--- config.mk ---
export PLATFORM = sky130hd
export DESIGN_NAME = alu_op_sequencer
export DESIGN_NICKNAME = d
export VERILOG_FILES = /design/src/rtl/alu_pkg.sv /design/src/rtl/alu_cmd_fifo.sv /design/src/rtl/alu_op_sequencer.sv
export SDC_FILE = /design/constraint.sdc
export NUM_CORES = 1
export LEC_CHECK = 0
export CAP_MARGIN = 20
export CORE_UTILIZATION = 47
export DETAILED_ROUTE_END_ITERATION = 12
export PLACE_DENSITY = 0.84
export REMOVE_ABC_BUFFERS = 1
export SYNTH_ARGS = -nofsm -noshare
export SYNTH_HDL_FRONTEND = slang
export SYNTH_SLANG_ARGS = --single-unit
export TNS_END_PERCENT = 50
--- constraint.sdc ---
create_clock -name clk -period 1.65 [get_ports clk]
set_input_delay 0.33 -clock clk [delete_from_list [all_inputs] [get_ports clk]]
set_output_delay 0.33 -clock clk [all_outputs]
set_load 0.005 [all_outputs]
--- src/rtl/alu_pkg.sv ---
// Shared opcodes, FSM states and command layout for the ALU issue stage.
package alu_pkg;
  localparam logic [3:0] OP_ADD  = 4'h0;
  localparam logic [3:0] OP_SUB  = 4'h1;
  localparam logic [3:0] OP_MUL  = 4'h2;
  localparam logic [3:0] OP_DIV  = 4'h3;
  localparam logic [3:0] OP_AND  = 4'h4;
  localparam logic [3:0] OP_NAND = 4'h5;
  localparam logic [3:0] OP_OR   = 4'h6;
  localparam logic [3:0] OP_NOR  = 4'h7;
  localparam logic [3:0] OP_XOR  = 4'h8;
  localparam logic [3:0] OP_XNOR = 4'h9;
  localparam logic [3:0] OP_NOTA = 4'hA;
  localparam logic [3:0] OP_NOTB = 4'hB;
  localparam logic [3:0] OP_LAST = 4'hB;

  typedef enum logic [1:0] {
    ST_IDLE = 2'd0,
    ST_EXEC = 2'd1,
    ST_DONE = 2'd2
  } state_t;

  typedef struct packed {
    logic [3:0] a;
    logic [3:0] b;
    logic [3:0] sel;
  } cmd_t;
endpackage

--- src/rtl/alu_cmd_fifo.sv ---
// DEPTH-entry synchronous command FIFO; pointers carry an extra wrap bit for full/empty.
module alu_cmd_fifo
  import alu_pkg::*;
#(
  parameter int DEPTH = 4
) (
  input  logic clk,
  input  logic rst_n,
  input  logic push,
  input  cmd_t wdata,
  input  logic pop,
  output cmd_t rdata,
  output logic full,
  output logic empty
);
  localparam int AW = $clog2(DEPTH);

  cmd_t        mem [DEPTH];
  logic [AW:0] wptr, rptr;
  logic        do_push, do_pop;

  assign empty   = (wptr == rptr);
  assign full    = (wptr[AW] != rptr[AW]) && (wptr[AW-1:0] == rptr[AW-1:0]);
  assign do_push = push && !full;
  assign do_pop  = pop && !empty;
  assign rdata   = mem[rptr[AW-1:0]];

  always_ff @(posedge clk) begin
    if (do_push) mem[wptr[AW-1:0]] <= wdata;
  end

  always_ff @(posedge clk or negedge rst_n) begin
    if (!rst_n) begin
      wptr <= '0;
      rptr <= '0;
    end else begin
      if (do_push) wptr <= wptr + 1'b1;
      if (do_pop)  rptr <= rptr + 1'b1;
    end
  end
endmodule

--- src/rtl/alu_op_sequencer.sv ---
// Issue stage for the 4-bit combinational ALU: queues commands, drives one at a time,
// captures and error-flags the result, and hands it downstream over valid/ready.
module alu_op_sequencer
  import alu_pkg::*;
#(
  parameter int DEPTH = 4,
  parameter int CNT_W = 8
) (
  input  logic             clk,
  input  logic             rst_n,
  input  logic             cmd_valid,
  output logic             cmd_ready,
  input  logic [3:0]       cmd_a,
  input  logic [3:0]       cmd_b,
  input  logic [3:0]       cmd_sel,
  output logic [3:0]       alu_a,
  output logic [3:0]       alu_b,
  output logic [3:0]       alu_sel,
  input  logic [7:0]       alu_y,
  output logic             res_valid,
  input  logic             res_ready,
  output logic [7:0]       res_y,
  output logic [3:0]       res_sel,
  output logic             res_err,
  output logic             busy,
  output logic [CNT_W-1:0] op_count
);
  state_t state;
  cmd_t   head;
  logic   fifo_full, fifo_empty, pop;

  // A pop happens only when the FSM is about to load the ALU registers.
  assign pop       = !fifo_empty && ((state == ST_IDLE) || (state == ST_DONE && res_ready));
  assign cmd_ready = !fifo_full;
  assign busy      = !fifo_empty || (state != ST_IDLE);

  alu_cmd_fifo #(.DEPTH(DEPTH)) u_fifo (
    .clk   (clk),
    .rst_n (rst_n),
    .push  (cmd_valid),
    .wdata ('{a: cmd_a, b: cmd_b, sel: cmd_sel}),
    .pop   (pop),
    .rdata (head),
    .full  (fifo_full),
    .empty (fifo_empty)
  );

  always_ff @(posedge clk or negedge rst_n) begin
    if (!rst_n) begin
      state     <= ST_IDLE;
      alu_a     <= '0;
      alu_b     <= '0;
      alu_sel   <= '0;
      res_valid <= 1'b0;
      res_y     <= '0;
      res_sel   <= '0;
      res_err   <= 1'b0;
      op_count  <= '0;
    end else begin
      case (state)
        ST_IDLE: begin
          if (!fifo_empty) begin
            alu_a   <= head.a;
            alu_b   <= head.b;
            alu_sel <= head.sel;
            state   <= ST_EXEC;
          end
        end
        ST_EXEC: begin
          res_valid <= 1'b1;
          res_sel   <= alu_sel;
          // Undefined opcodes never forward the ALU's hold output; divide-by-zero saturates.
          if (alu_sel > OP_LAST) begin
            res_y   <= 8'h00;
            res_err <= 1'b1;
          end else if (alu_sel == OP_DIV && alu_b == 4'h0) begin
            res_y   <= 8'hFF;
            res_err <= 1'b1;
          end else begin
            res_y   <= alu_y;
            res_err <= 1'b0;
          end
          state <= ST_DONE;
        end
        ST_DONE: begin
          if (res_ready) begin
            res_valid <= 1'b0;
            op_count  <= op_count + CNT_W'(1);
            if (!fifo_empty) begin
              alu_a   <= head.a;
              alu_b   <= head.b;
              alu_sel <= head.sel;
              state   <= ST_EXEC;
            end else begin
              state <= ST_IDLE;
            end
          end
        end
        default: state <= ST_IDLE;
      endcase
    end
  end
endmodule

==> flow_summary.ini <==
[global_routing]
overflow = 0
antenna_found_initial = 0
grt_pass1_wl_um = 11000
grt_max_degree = 43
gr-usage-all-layers_pct = 19.7
grt_pass1_vias = 2201

[drt]
dr_total_vias = 2076
routed_via_density = 5.05
wl_um = 7140
first_pass_iters = 4
drc = 0
drt_iter0_drc = 74
wl_per_cell_um = 17.4
ant_nets = 0

[setup_path]
r2r_slack_ps = -160
r2r_start = u_fifo.rptr[1]$_DFFE_PN0P_
crit_type = reg -> reg
cp_max_fo = 8
r2r-end = u_fifo.rptr[1]$_DFFE_PN0P_
critPathLaunchType = register
required_ps = 1880
cp-startpoint = u_fifo.rptr[1]$_DFFE_PN0P_
crit_end = u_fifo.rptr[1]$_DFFE_PN0P_
critPathCaptureType = register
reg2regPathDepth = 7
critPathArrivalTime_ps = 2040

[sta]
fin_skew_ps = 12.2
slew_violations = 0
fin_hold_ws_ps = 482
fin_crit_sh_pct = 110
max_slew_margin_pct = 77.1
fin_ws_ps = -157
period_minus_slack_ps = 1810
rsz0062_at_grt = true
setup_viol = 59
tightest_slew_ps = 343
max_freq_mhz = 553
final_hold_viol_count = 0

[synthesis]
seq_area_frac_synth_pct = 70.6
synth_edf_count = 48
synth_area_mm2 = 0.00353
synthFlopType = edfxtp_1
synth_warnings = 0
synth_seq_cells = 90
netlist_instances = 209
async_flop_share_pct = 46.7
synth_top_cell_by_area = edfxtp_1
synthTopCellsByArea = edfxtp_1 (41%), dfrtp_1 (30%), mux4_2 (7.7%)
ys_types = 25
syn_area_per_cell_um2 = 16.9
yosysMostFrequentCell = edfxtp_1
yosysTopAreaCellShare_pct = 40.8
yosys-top-cells-count = edfxtp_1 (48), dfrtp_1 (42), mux2_2 (18)

[cts]
clockRootBuffer = clkbuf_8
numCtsBuffers = 9
clk_latency_ps = 350
cts_max_level = 3
clkSinkCount = 90
clk_pin_slew_ps = 90
clk_path_buf_depth = 2
cts_tree = yes

[power]
p_leak_uw = 0.00204
finalPower_uw = 9530
p_per_area_mw_per_mm2 = 1960
vdd.ir_drop.worst_v = 0.000881

[outcome]
status = finished with violations
violations = negative setup slack

[floorplanning]
fp.coreArea_mm2 = 0.00725
io_pins = 60
die_w_um = 88.7
start_util_pct = 48.7
die-area_mm2 = 0.00786
die_h_um = 88.7
placementRows = 31

[layout]
fillers = 514
area_growth_pct = 37.5
finalInstanceArea_mm2 = 0.00486
final_util_pct = 66.9
diodes = 0
drive_above_1_share_pct = 30.4
layout.nets = 337

[placement]
pre_cts_slack_ps = -268
place_congestion = 0.723
dpl.hpwl_um = 4160
place_area_mm2 = 0.00444
numPortBuffers = 59

[run]
cap_violations = 0

[min_path]
min_path_type = reg -> reg
state kept, by name (all words and copies together) (netlist names):
register / count
res_y: 8
op_count: 8
res_sel: 4
res_valid: 1
alu_b: 4
state: 2
res_err: 1
alu_sel: 4
u_fifo.wptr: 3
u_fifo.rptr: 3
u_fifo.mem: 48
alu_a: 4
timing repair:
item                                    in CTS  in global routing
hold buffers                                 1                  0
setup buffers                               11                  2
pin swaps                                    9                  5
gates cloned                                 2                  1
endpoints found under the setup margin      44                 83
hold endpoints to repair                    42                  0
gates resized for setup                     39                 21
critical path, cell delays in order (launching register included):
cell,delay (ps)
dfrtp_1,410
xnor2_2,150
buf_4,150
buf_6,110
a311oi_4,270
buf_4,170
buf_12,130
mux2_4,300
cell usage in the layout (no fill, tap or decap), types with 2 or more instances in the layout:
cell type,instances
edfxtp_1,48
buf_2,3
ha_1,6
nand3b_1,2
buf_12,5
clkdlybuf4s50_1,43
nand2b_1,2
xor2_1,3
and3_4,5
clkinv_2,2
buf_4,23
dlygate4sd2_1,4
clkbuf_8,9
xnor2_1,8
mux2_4,14
o21ai_1,5
xnor2_2,3
nand2_1,16
mux2_2,4
nand4_1,3
nand3_1,3
buf_6,4
dlymetal6s2s_1,9
dfrtp_2,2
inv_1,4
clkinvlp_4,2
o21ai_0,4
dfrtp_1,40
mux4_2,12
nor2_1,12
cell type report:
cell class,count,area [um^2],area share [%]
Clock buffer,9,124,2.55
Clock inverter,7,68.8,1.42
Inverter,4,15.0,0.309
Multi-Input combinational cell,110,1110,22.8
Sequential cell,90,2490,51.4
Tap cell,99,124,2.55
Timing Repair Buffer,92,921,19.0
routing by layer:
| metal | global-route usage [%] | vias up | routed length (um) |
|---|---|---|---|
| met2 | 34.0 | 69 | 3680 |
| met4 | 8.80 | 0 | 94 |
| met1 | 24.4 | 1030 | 3030 |
| met3 | 3.64 | 8 | 342 |
| met5 | 0 | - | 0 |
| li1 | - | 969 | - |
metrics by stage:
stage,TNS [ps],instances
after global routing,-7340,411
final,-4250,411
after detailed placement,-3640,382
after CTS,-3760,411
after floorplan,-28120,203
after global placement,-3000,382
power breakdown:
part / switching (uW) / internal [uW]
Clock: 767 / 696
Sequential: 450 / 3160
Combinational: 1730 / 2730
how the worst min path moves through the flow:
stage                         endpoint               startpoint  depth (start not counted)  slack (ps)
2_1_floorplan     alu_a[0]$_DFFE_PN0P_                    rst_n                          0          30
3_3_place_gp   op_count[5]$_DFFE_PN0P_                    rst_n                          2         320
3_5_place_dp     res_valid$_DFFE_PN0P_                    rst_n                          2         330
4_1_cts        op_count[7]$_DFFE_PN0P_  op_count[7]$_DFFE_PN0P_                          1         480
5_1_grt        op_count[7]$_DFFE_PN0P_  op_count[7]$_DFFE_PN0P_                          1         500
6_report       op_count[7]$_DFFE_PN0P_  op_count[7]$_DFFE_PN0P_                          1         480
kinds of logic (layout without fill, tap and decap cells):
| logic type | Yosys count | after routing | synth area share, % |
|---|---|---|---|
| DFF | 90 | 90 | 70.6 |
| muxes | 30 | 30 | 13.4 |
| and+or+nand+nor | 47 | 48 | 6.70 |
| buffers and inverters | 10 | 112 | 1.35 |
| xor gates and xnor gates | 14 | 14 | 3.47 |
| adders and majority gates | 6 | 6 | 2.13 |
| AOI/OAI and AO/OA | 12 | 12 | 2.37 |
(Power assumes the default switching activity.)
